[config.mk]
export PLATFORM = sky130hd
export DESIGN_NAME = ro_puf_evaluator
export DESIGN_NICKNAME = d
export VERILOG_FILES = /design/src/rtl/ro_puf_evaluator.sv
export SDC_FILE = /design/constraint.sdc
export NUM_CORES = 1
export LEC_CHECK = 0
export CORE_ASPECT_RATIO = 0.75
export CORE_MARGIN = 4
export CORE_UTILIZATION = 53
export DETAILED_ROUTE_END_ITERATION = 10
export GPL_TIMING_DRIVEN = 1
export PLACE_DENSITY = 0.85
export SETUP_SLACK_MARGIN = 0.5
export SLEW_MARGIN = 10
export SYNTH_ARGS = -nofsm -noshare
export SYNTH_HDL_FRONTEND = slang
export SYNTH_SLANG_ARGS = --single-unit
[constraint.sdc]
create_clock -name clk -period 3.2 [get_ports clk]
set_input_delay 0.32 -clock clk [delete_from_list [all_inputs] [get_ports clk]]
set_output_delay 0.32 -clock clk [all_outputs]
set_load 0.01 [all_outputs]
[src/rtl/ro_puf_evaluator.sv]
// Ring-oscillator PUF race evaluator: syncs two RO outputs, counts edges to terminal or timeout.
// Latency: RO edge to counter increment 3 clk; done pulses on the clock that ends the race.
// Backpressure: none; start is taken only in IDLE/DONE, and is ignored while busy.

// Brings one free-running oscillator output into the clk domain and flags its rising edges.
module ro_puf_edge_sync (
  input  logic clk,
  input  logic rst_n,
  input  logic ro,
  output logic rise
);

  logic [1:0] sync;
  logic       prev;

  // Two-flop synchronizer, previous-value register, and a registered rising-edge strobe.
  always_ff @(posedge clk or negedge rst_n) begin
    if (!rst_n) begin
      sync <= 2'b00;
      prev <= 1'b0;
      rise <= 1'b0;
    end else begin
      sync <= {sync[0], ro};
      prev <= sync[1];
      rise <= sync[1] & ~prev;
    end
  end

endmodule

module ro_puf_evaluator #(
  parameter int CNT_W       = 16,
  parameter int SETTLE_CYC  = 8,
  parameter int TIMEOUT_CYC = 2**20
) (
  input  logic             clk,
  input  logic             rst_n,
  input  logic             start,
  input  logic             ro_a,
  input  logic             ro_b,
  output logic             ro_en,
  output logic             busy,
  output logic             done,
  output logic             resp,
  output logic             tie,
  output logic             timeout,
  output logic [CNT_W-1:0] cnt_a,
  output logic [CNT_W-1:0] cnt_b
);

  localparam logic [CNT_W-1:0] TERMINAL    = '1;
  localparam int               TMR_W       = $clog2(TIMEOUT_CYC + 1);
  localparam logic [TMR_W-1:0] TMR_LAST    = TMR_W'(TIMEOUT_CYC);
  localparam logic [7:0]       SETTLE_LAST = 8'(SETTLE_CYC - 1);

  typedef enum logic [1:0] {
    IDLE   = 2'd0,
    SETTLE = 2'd1,
    COUNT  = 2'd2,
    DONE   = 2'd3
  } state_t;

  state_t           state, state_nxt;
  logic             rise_a, rise_b;
  logic             run_q;
  logic [7:0]       settle_cnt;
  logic [TMR_W-1:0] tmr;

  logic             accept;
  logic             finish;
  logic             inc_a, inc_b;
  logic [CNT_W-1:0] cnt_a_nxt, cnt_b_nxt;
  logic             term_a, term_b;
  logic [TMR_W-1:0] tmr_nxt;
  logic             tmr_hit;

  ro_puf_edge_sync u_sync_a (
    .clk   (clk),
    .rst_n (rst_n),
    .ro    (ro_a),
    .rise  (rise_a)
  );

  ro_puf_edge_sync u_sync_b (
    .clk   (clk),
    .rst_n (rst_n),
    .ro    (ro_b),
    .rise  (rise_b)
  );

  // The oscillators run exactly while an evaluation is in flight.
  assign ro_en = run_q;
  assign busy  = run_q;

  // Race arithmetic: saturating counters, terminal detection and the timeout timer.
  always_comb begin
    inc_a     = (state == COUNT) && rise_a && (cnt_a != TERMINAL);
    inc_b     = (state == COUNT) && rise_b && (cnt_b != TERMINAL);
    cnt_a_nxt = cnt_a + {{(CNT_W-1){1'b0}}, inc_a};
    cnt_b_nxt = cnt_b + {{(CNT_W-1){1'b0}}, inc_b};
    term_a    = (cnt_a_nxt == TERMINAL);
    term_b    = (cnt_b_nxt == TERMINAL);
    tmr_nxt   = tmr + TMR_W'(1);
    tmr_hit   = (tmr_nxt == TMR_LAST);
  end

  // FSM state register.
  always_ff @(posedge clk or negedge rst_n) begin
    if (!rst_n) begin
      state <= IDLE;
    end else begin
      state <= state_nxt;
    end
  end

  // Next-state decode plus the accept/finish strobes that steer the datapath.
  always_comb begin
    state_nxt = state;
    accept    = 1'b0;
    finish    = 1'b0;
    case (state)
      IDLE, DONE: begin
        if (start) begin
          accept    = 1'b1;
          state_nxt = SETTLE;
        end
      end
      SETTLE: begin
        if (settle_cnt == SETTLE_LAST) begin
          state_nxt = COUNT;
        end
      end
      COUNT: begin
        if (term_a || term_b || tmr_hit) begin
          finish    = 1'b1;
          state_nxt = DONE;
        end
      end
      default: state_nxt = IDLE;
    endcase
  end

  // Datapath: clear on accepted start, count during COUNT, latch the verdict when the race ends.
  always_ff @(posedge clk or negedge rst_n) begin
    if (!rst_n) begin
      run_q      <= 1'b0;
      done       <= 1'b0;
      resp       <= 1'b0;
      tie        <= 1'b0;
      timeout    <= 1'b0;
      cnt_a      <= '0;
      cnt_b      <= '0;
      settle_cnt <= 8'd0;
      tmr        <= '0;
    end else begin
      done <= finish;
      if (accept) begin
        run_q      <= 1'b1;
        resp       <= 1'b0;
        tie        <= 1'b0;
        timeout    <= 1'b0;
        cnt_a      <= '0;
        cnt_b      <= '0;
        settle_cnt <= 8'd0;
        tmr        <= '0;
      end else if (state == SETTLE) begin
        settle_cnt <= settle_cnt + 8'd1;
      end else if (state == COUNT) begin
        cnt_a <= cnt_a_nxt;
        cnt_b <= cnt_b_nxt;
        tmr   <= tmr_nxt;
        if (finish) begin
          run_q <= 1'b0;
          // A terminal count decides the race even if the timer expires on the same clock.
          if (term_a || term_b) begin
            tie  <= term_a & term_b;
            resp <= term_a & ~term_b;
          end else begin
            timeout <= 1'b1;
            resp    <= (cnt_a_nxt > cnt_b_nxt);
          end
        end
      end
    end
  end

endmodule

Yosys cells after proc, flatten, opt, wreduce, memory -nomap -nowiden
Cells that the tools add are included.
{"block": "classes", "n_addsub": 4, "order_cmp": 1, "div": 0, "mux": 38, "shifts": 0, "reduce_logical": 17, "n_eq_ne": 14, "mul": 0, "n_bitwise": 7}
{"operator": "16-bit 2-to-1 mux", "count": 6}
{"operator": "21-bit 2-to-1 mux", "count": 3}
{"operator": "16-bit by 1-bit adder with 16-bit output", "count": 2}
{"operator": "16-bit equality test (second input constant)", "count": 2}
{"operator": "16-bit != test (second input constant)", "count": 2}
{"operator": "1-bit 2-to-1 mux", "count": 23}
{"operator": "21-bit by 1-bit adder with 21-bit output (second input constant)", "count": 1}
{"operator": "21-bit equality test (second input constant)", "count": 1}
{"operator": "16-bit greater-than comparator", "count": 1}
{"operator": "8-bit 2-to-1 mux", "count": 2}
{"operator": "8-bit by 1-bit adder with 8-bit output (second input constant)", "count": 1}
{"operator": "8-bit by 3-bit equality test with 1-bit output (second input constant)", "count": 1}
{"operator": "2-bit != test (second input constant)", "count": 4}
{"operator": "4-bit AND reduction", "count": 2}
{"operator": "2-bit nonzero test", "count": 4}
{"operator": "2-bit 2-to-1 mux", "count": 3}
{"operator": "2-bit one-hot mux with 3 select lines", "count": 1}
{"operator": "3-bit AND reduction", "count": 2}
{"operator": "1-bit AND", "count": 4}
{"operator": "2-bit equality test (second input constant)", "count": 2}
{"operator": "1-bit logical AND", "count": 4}
{"operator": "1-bit NOT", "count": 3}
{"operator": "2-bit by 1-bit equality test with 1-bit output (second input constant)", "count": 1}
{"operator": "2-bit zero test", "count": 1}
{"operator": "other kinds (4)", "count": 5}
{"block": "word_totals", "romBits": 0, "latch_bits": 0, "ramBits": 0, "input_bits": 5, "mem_count": 0, "output_inout_bits": 38, "register_bits": 76}

Depth between registers and ports, before layout
Gate-level depths: netlist of run 1.
{"block": "logic_depth", "depth_word": 13, "mapped_depth": 21, "ltp_nobuf": 20}

Cells and area by module
A second synthesis of run 1 with hierarchy kept.
{"block": "unflattened", "hier_cells": 611, "hier_area_um2": 5221.3}
{"mod": "ro_puf_evaluator", "n_inst": 1, "cells_per_inst": 601, "area_each_um2": 4993.5, "seq_area_each_um2": 1701.6}
{"mod": "ro_puf_edge_sync", "n_inst": 2, "cells_per_inst": 5, "area_each_um2": 113.9, "seq_area_each_um2": 100.1}

Least setup slack after synthesis of run 1
No wires, ideal clock.
{"block": "synth_timing", "path_type": "register to register", "startpoint": "reg cnt_b[7]", "endpoint": "reg resp", "path_stages_with_launch": 21, "path_buffers": 2, "period_less_slack_ns": 3.643, "path_slack_ns": -0.443, "t_arrival_ns": 3.511, "path_cell_list": "dfrtp_1 -> buf_2 -> nand4_1 -> nor3_1 -> a21oi_1 -> ha_1 -> ha_1 -> clkbuf_1 -> nand2_1 -> nor2_1 -> and3_1 -> xnor2_1 -> ha_1 -> a211o_1 -> o211ai_1 -> a21oi_1 -> o21ai_0 -> o211ai_1 -> and4bb_2 -> o21ai_1 -> o211ai_1"}
{"block": "synth_via", "elab_chain_len": 11, "elab_cells_between_ends": 18}
{"element": "from (decl)", "line": "48", "text": "output logic [CNT_W-1:0] cnt_b"}
{"element": "from (signal assigned)", "line": "170", "text": "cnt_b <= cnt_b_nxt;"}
{"element": "16-bit != test", "line": "98", "text": "inc_b = (state == COUNT) && rise_b && (cnt_b != TERMINAL);"}
{"element": "1-bit logical AND", "line": "98"}
{"element": "16-bit by 1-bit adder with 16-bit output *", "line": "100", "text": "cnt_b_nxt = cnt_b + {{(CNT_W-1){1'b0}}, inc_b};"}
{"element": "parallel branches: the longest is 8 deep, another holds 16-bit greater-than comparator"}
{"element": "to (signal assigned)", "line": "177", "text": "resp <= term_a & ~term_b;"}
{"element": "to (signal assigned)", "line": "180", "text": "resp <= (cnt_a_nxt > cnt_b_nxt);"}
{"element": "to (decl)", "line": "44", "text": "output logic resp,"}
Mark *: on every way between the ends. The select of a mux whose other input is x is not followed.
A chain may end at the register's enable or synchronous reset.

Worst setup path after layout of run 1
{"block": "layout_timing", "startpoint": "reg cnt_a[11]", "endpoint": "reg resp"}
{"block": "layout_via", "elab_chain_len": 10, "elab_cells_between_ends": 17}
{"element": "from (decl)", "line": "47", "text": "output logic [CNT_W-1:0] cnt_a,"}
{"element": "from (signal assigned)", "line": "169", "text": "cnt_a <= cnt_a_nxt;"}
{"element": "16-bit != test", "line": "97", "text": "inc_a = (state == COUNT) && rise_a && (cnt_a != TERMINAL);"}
{"element": "1-bit logical AND", "line": "97"}
{"element": "16-bit by 1-bit adder with 16-bit output *", "line": "99", "text": "cnt_a_nxt = cnt_a + {{(CNT_W-1){1'b0}}, inc_a};"}
{"element": "parallel branches: the longest is 7 deep, another holds 16-bit greater-than comparator"}
Marked as above.

==> impl_results.md, run 1 <==
- Required @ worst endpoint: between 3 and 4 ns
- Total clock sinks: 76
- Via count: between 5000 and 6000
- Crit-path most repeated cell: o211ai_1
- Crit end category: flop
- Die width: 120 um
- Clock-pin transition on the worst setup and hold timing paths: about 0.070 ns
- R2R depth: 17
- Rel. slew slack: 34.4%
- CP top delay family: compound AO/OA/AOI/OAI gates
- Placed cells: 790
- Top-area cell type share of the netlist area: between 30% and 40%
- Initial core utilization: roughly 55%
- Row count: 30
- Overall routing resource usage: between 20% and 30%
- Layout cells sized above 1: between 20% and 30%
- Multi-input gate area: around 3200 um2
- Global-route wire length before repair: about 25000 um
- Routed len/inst: 18.9 um
- CP max FO: 6
- Routed wire length: approximately 16000 um
- Synth Instances: ~570
- Initial antenna violation count: 0
- Fraction of registers with async set/reset: 100%
- Synth Area per Inst: just under 9 um2
- Power per cell area: about 430 nW/um2
- Post-synth EDFFs: 0
- Full die area: between 10000 and 15000 um2
- Number of global-route vias before repair: slightly below 5000
- N_diodes: 0
- Fin. max-slew vios: 0
- Seq/Total Area, Yosys: between 30% and 40%
- Final Cell Area: 6820 um2
- FMAX: 290 MHz
- Seq. cell area: between 1500 and 2000 um2
- Synthesized area: about 5000 um2
- Worst Tran Pin Value: approximately 0.98 ns
- Final ANT Viol Nets: 0
- Crit-path cells: and4_1, a31oi_1, ha_2, ha_4, buf_6, nand2_2, nor2_1, buf_4, xor2_1, ha_2, o211ai_1, a21oi_1, o21ai_1, o211ai_1, and4bb_2, o21ai_2, o211ai_1
- Post-synth net total: ~600
- Total grt overflow: 0
- Synth area leaders: dfrtp_1 (38%), o21ai_0 (7.0%), ha_1 (6.3%), xnor2_1 (4.4%), nand2_1 (4.2%)
- Synth Flop Type: dfrtp_1
- RR Startpoint: cnt_a[11]$_DFFE_PN0P_
- Worst path max stage delay: ~0.38 ns
- LEAKAGE: ~3 nW
- Layout fillers: between 600 and 700
- Clock skew: ~0.009 ns
- Post-synth top area cell: dfrtp_1
- Dpl cell area: about 6100 um2
- Failing checks: negative setup slack
- Worst reg2reg path endpoint: resp$_DFFE_PN0P_
- Run status: finished with violations
- Final worst path period need: between 3 and 4 ns
- Vias per cell: approximately 6.3
- Pre-CTS setup slack: -0.238 ns
- Most instantiated cells after synthesis: dfrtp_1 (76), o21ai_0 (70), nand2_1 (56), nor2_1 (45)
- I/O pins: 43
- Warnings from Yosys: 0
- RSZ-0062 raised after global routing: yes
- Setup Total Neg Slack: -0.431 ns
- Root Buffer: clkbuf_16
- # DRC: 0
- Die Y: 92.2 um
- Most frequent cell after synthesis: dfrtp_1
- DRT Pass-1 Iters: 5
- Gpl congestion: roughly 0.94
- Post-route insts no fill: between 800 and 900
- DR iter-0 viols: roughly 600
- MaxCap Viol Count: 0
- CTS buffer count: 9
- Final setup vio count: 2
- Crit start category: flop
- Hold-fix buffer count after cts: 0
- Final Hold Fails: 0
- Crit path kind: flop to flop
- Buf/Inv on CP: 2
- Half-perimeter wire length after placement: approximately 10000 um
- Worst Slack Setup Final: -0.243 ns
- CTS max path bufs: 2
- Worst-skew pair later-pin latency: between 0.3 and 0.4 ns
- Tcrit/Tclk final: 108%
- CORE AREA: ~9100 um2
- Netlist cell types: 69
- CP arrival: around 3.7 ns
- Nets: 722
- Worst min path class: primary input to asynchronous set/reset pin
- VDD IR-drop max: slightly above 400 uV
- Largest net degree at the start of global routing: 77
- Synthesized flop and latch total: 76
- Layout area overhead: 36.3%
- Port bufs: between 40 and 50
- CTS tree: done
- R2R Setup Slk: -0.24 ns
- Slowest CP cell: dfrtp_1
- H-tree levels: 3
-- registers in the layout (all words and copies together) (netlist names), 2 cells and up --
| name | cells |
|---|---|
| cnt_b | 16 |
| u_sync_a.sync | 2 |
| tmr | 21 |
| settle_cnt | 8 |
| cnt_a | 16 |
| u_sync_b.sync | 2 |
| state | 2 |
-- through the flow --
stage          utilization, %  hold slack (ns)  total power, mW
3_3_place_gp             66.8            0.344             1.81
3_5_place_dp             66.8            0.341             1.85
6_report                 74.8            0.115             2.96
2_1_floorplan               -           0.0244             1.59
4_1_cts                  72.9            0.177             2.89
5_1_grt                  74.8            0.210             3.10
-- power by group --
group | internal (mW) | switching (mW)
Clock | 0.601 | 0.429
Sequential | 1.02 | 0.0564
Combinational | 0.293 | 0.568
-- worst register-to-register path, stage by stage (launching register included) --
cell      delay (ns)
dfrtp_1         0.38
and4_1          0.25
a31oi_1         0.18
ha_2            0.27
ha_4            0.18
buf_6           0.13
nand2_2         0.06
nor2_1          0.14
buf_4           0.16
xor2_1          0.23
ha_2            0.33
o211ai_1        0.16
a21oi_1         0.09
o21ai_1         0.15
o211ai_1        0.10
and4bb_2        0.24
o21ai_2         0.15
o211ai_1        0.11
-- cell usage in the layout (no fill, tap or decap), types with 4 or more instances in the layout --
cell type,n
nor4b_1,4
o211ai_1,5
nand2_2,4
o31ai_1,7
nand2_1,50
ha_1,17
nor2_1,41
o21ai_1,8
o31a_1,4
a21oi_1,17
inv_1,13
and3_1,11
nor3_1,12
nor3_2,4
xor2_1,9
buf_6,9
o21ai_0,65
nor2b_1,6
ha_4,5
buf_4,92
a22o_1,10
nor4_4,4
clkdlybuf4s50_1,41
a31oi_1,10
or3_1,5
nand4_1,20
clkbuf_16,9
nand3_1,19
dfrtp_1,74
xnor2_1,23
-- area by class of cell --
cell class	count	area share [%]
Clock buffer	9	3.30
Clock inverter	6	0.953
Inverter	17	0.972
Multi-Input combinational cell	446	46.9
Sequential cell	76	27.9
Tap cell	128	2.35
Timing Repair Buffer	142	17.6
-- metal layers --
metal | GRT usage, % | wire length, um | vias up
met5 | 0 | 0 | -
li1 | - | - | 2336
met1 | 37.9 | 6540 | 2491
met4 | 10.6 | 418 | 0
met3 | 7.03 | 1320 | 46
met2 | 43.9 | 7280 | 289
-- logic make-up (layout without fill, tap and decap cells) --
kind of cell | count (synthesis) | in the layout | share of synthesized area, %
AOI/OAI and AO/OA | 156 | 156 | 19.5
adders and majority gates | 25 | 25 | 6.25
and+or+nand+nor | 225 | 225 | 25.1
DFF | 76 | 76 | 38.0
muxes | 3 | 3 | 0.600
xor gates and xnor gates | 37 | 37 | 6.47
buffers and inverters | 50 | 174 | 4.10
-- worst max path at each step --
stage / cells past startpoint / slack (ns) / end / start
floorplan: 20 / -0.15 / resp$_DFFE_PN0P_ / cnt_b[6]$_DFFE_PN0P_
global placement: 19 / -0.10 / resp$_DFFE_PN0P_ / state[0]$_DFFE_PN0P_
detailed placement: 19 / -0.24 / resp$_DFFE_PN0P_ / state[0]$_DFFE_PN0P_
CTS: 19 / -0.03 / resp$_DFFE_PN0P_ / state[0]$_DFFE_PN0P_
global route: 19 / -0.36 / resp$_DFFE_PN0P_ / state[0]$_DFFE_PN0P_
finish: 17 / -0.24 / resp$_DFFE_PN0P_ / cnt_a[11]$_DFFE_PN0P_
-- what timing repair did --
action | in CTS | in global routing
gates resized for setup | 34 | 32
setup buffers | 14 | 5
pin swaps | 16 | 25
setup endpoints to repair | 7 | 7
No activity file was read; power rests on OpenSTA's default activity.
==> run 2, diff against run 1 <==
- clock period: 3.2 -> 3.07 ns (I/O delays scaled with it)
==> impl_results.md, run 2 (synthesis gave the netlist of run 1 again) <==
- CORE AREA: 9120 um2 (unchanged)
- RR Startpoint: state[0]$_DFFE_PN0P_
- Power per cell area: 446 nW/um2 (+2.7%)
- Failing checks: negative setup slack
- Required @ worst endpoint: 3.28 ns (-0.14 ns)
- Commonest non-fill, non-tap cell in the layout: buf_4
- N_diodes: 0 (unchanged)
- Largest net degree at the start of global routing: 77 (unchanged)
- Layout fillers: 607 (+0.17%)
- Overall routing resource usage: 28.3% (+0.13 points)
- Reg with most FFs: tmr
- DR iter-0 viols: 813 (+34%)
- Clk network pwr share: 34.4% (-0.4 points)
- Number of global-route vias before repair: 5015 (+2.1%)
- Nets: 725 (+0.42%)
- Total grt overflow: 0 (unchanged)
- R2R Setup Slk: -0.22 ns (+0.03 ns)
- CP max FO: 5 (-1)
- Layout area overhead: 38.5%
- Crit start category: flop
- Sw Ratio: 35.3% (-0.30 points)
- CP arrival: 3.50 ns (-0.16 ns)
- R2R depth: 19 (+2)
- Biggest regs: tmr x21, cnt_a x16, cnt_b x16
- Half-perimeter wire length after placement: 10500 um (+3.0%)
- Final setup vio count: 3 (+1)
- Row count: 30 (unchanged)
- Vias per cell: 6.32 (+0.85%)
- Worst Slack Setup Final: -0.215 ns (+0.0275 ns)
- Worst min path class: primary input to asynchronous set/reset pin
- VDD IR-drop max: 469 uV (+16%)
- LEAKAGE: 3.06 nW (+2.6%)
- FMAX: 304 MHz (+4.8%)
- Die Y: 92.2 um (unchanged)
- Port bufs: 42 (unchanged)
- Crit path kind: flop to flop
- Gpl congestion: 0.950 (+1.5%)
- Hold-fix buffer count after cts: 0 (unchanged)
- MaxCap Viol Count: 0 (unchanged)
- Initial antenna violation count: 0 (unchanged)
- CTS tree: done
- Clock-pin transition on the worst setup and hold timing paths: 0.06 ns (about the same)
- Rel. slew slack: 34.4% (about the same)
- CTS max path bufs: 2 (unchanged)
- Initial core utilization: 54.9% (unchanged)
- Full die area: 11100 um2 (unchanged)
- H-tree levels: 3 (unchanged)
- Global-route wire length before repair: 25200 um (+0.77%)
- RSZ-0062 raised after global routing: yes
- Die width: 120 um (unchanged)
- Via count: 5231 (+1.3%)
- CTS buffer count: 9 (unchanged)
- Most frequent cells in the layout: buf_4 (101), dfrtp_1 (76), o21ai_0 (64)
- I/O pins: 43 (unchanged)
- Routed wire length: 16000 um (+2.8%)
- NetSw: 1.09 mW (+3.5%)
- P_int: 2.00 mW (+4.8%)
- Total clock sinks: 76 (unchanged)
- Crit end category: flop
- Worst-skew pair later-pin latency: 0.34 ns (about the same)
- Final worst path period need: 3.29 ns (-0.157 ns)
- Register share of total power: 36.0% (-0.2 points)
- Pre-CTS setup slack: -0.395 ns (-0.157 ns)
- Run status: finished with violations
- Layout cells sized above 1: 28.7% (+1.6 points)
- Worst Tran Pin Value: 0.983 ns (-0.000492 ns)
- Max reg flops: 21 (unchanged)
- Tcrit/Tclk final: 107% (-0.57 points)
- Routed len/inst: 19.3 um (+2.3%)
- Final ANT Viol Nets: 0 (unchanged)
- Root Buffer: clkbuf_16
- Worst reg2reg path endpoint: resp$_DFFE_PN0P_
- # DRC: 0 (unchanged)
- Final Hold Fails: 0 (unchanged)
- Clock skew: 0.00799 ns (-0.00125 ns)
- Final Core Density: 76.0% (+1.2 points)
- Fin. max-slew vios: 0 (unchanged)
- Comb pwr share: 29.6% (+0.5 points)
- DRT Pass-1 Iters: 5 (unchanged)
==> run 2: cell count changes in the layout (fill, tap and decap cells not counted), moves of 2 or more <==
cell and change:
xnor2_1 -3, dfrtp_2 -2, nand2_2 -2, dfrtp_1 +2, buf_4 +9, buf_6 -7, xnor2_2 +3
==> run 2: area by class of cell <==
cell class / instances / area [um2] / area share, %
Timing Repair Buffer: 145 / 1210 / 17.5
Tap cell: 128 / 160 / 2.31
Sequential cell: 76 / 1900 / 27.4
Clock inverter: 6 / 63.8 / 0.921
Multi-Input combinational cell: 446 / 3300 / 47.6
Clock buffer: 10 / 229 / 3.30
Inverter: 17 / 66.3 / 0.957
==> run 2: power by group through the flow <==
stage	Sequential (mW)	Combinational (mW)	Clock, mW
floorplan	1.12	0.535	0
global placement	1.12	0.793	0
detailed placement	1.12	0.836	0
CTS	1.11	0.866	1.07
global route	1.12	0.989	1.12
finish	1.11	0.914	1.06
==> run 2: stage by stage <==
| step | instances | total power, mW | cell area [um2] | TNS [ns] | hold WS, ns |
|---|---|---|---|---|---|
| 3_3_place_gp | 797 | 1.91 | 6150 | -0.512 | 0.338 |
| 6_report | 828 | 3.09 | 6930 | -0.237 | 0.112 |
| 4_1_cts | 819 | 3.05 | 6700 | -0.181 | 0.170 |
| 3_5_place_dp | 797 | 1.96 | 6150 | -0.968 | 0.341 |
| 2_1_floorplan | 572 | 1.65 | 5050 | -0.476 | 0.0114 |
| 5_1_grt | 828 | 3.23 | 6930 | -0.794 | 0.203 |
==> run 2: layer usage <==
metal,up-vias,GRT usage [%],share of wire [%]
met1,2538,38.5,42
met3,33,5.80,8.9
li1,2346,-,-
met4,0,8.30,2.0
met2,314,45.8,47
met5,-,0,0
==> run 2: what timing repair did <==
action | 4_1_cts | 5_1_grt
gates resized for setup | 42 | 34
setup buffers | 6 | 9
endpoints found under the setup margin | 7 | 9
pin swaps | 24 | 30
==> run 2: worst max path at each step <==
stage	endpoint	cells after the start	startpoint
floorplan	resp$_DFFE_PN0P_	20	cnt_b[6]$_DFFE_PN0P_
global placement	resp$_DFFE_PN0P_	17	state[0]$_DFFE_PN0P_
detailed placement	resp$_DFFE_PN0P_	17	state[0]$_DFFE_PN0P_
CTS	resp$_DFFE_PN0P_	20	state[0]$_DFFE_PN0P_
global route	resp$_DFFE_PN0P_	18	cnt_b[8]$_DFFE_PN0P_
finish	resp$_DFFE_PN0P_	19	state[0]$_DFFE_PN0P_
==> run 2: worst max-delay path, cell delays in order (launching register included) <==
cell and delay, ns:
dfrtp_1 0.38, inv_2 0.08, ha_4 0.14, nand2_1 0.10, a21oi_2 0.17, ha_4 0.19, ha_4 0.18, nand2_4 0.07
or2_2 0.30, nor2_2 0.12, nor2_1 0.06, nor2_1 0.12, ha_2 0.29, o211ai_1 0.16, a21oi_1 0.09, o21ai_1 0.13
o211ai_1 0.13, and4bb_2 0.24, o21ai_1 0.11, o211ai_1 0.09
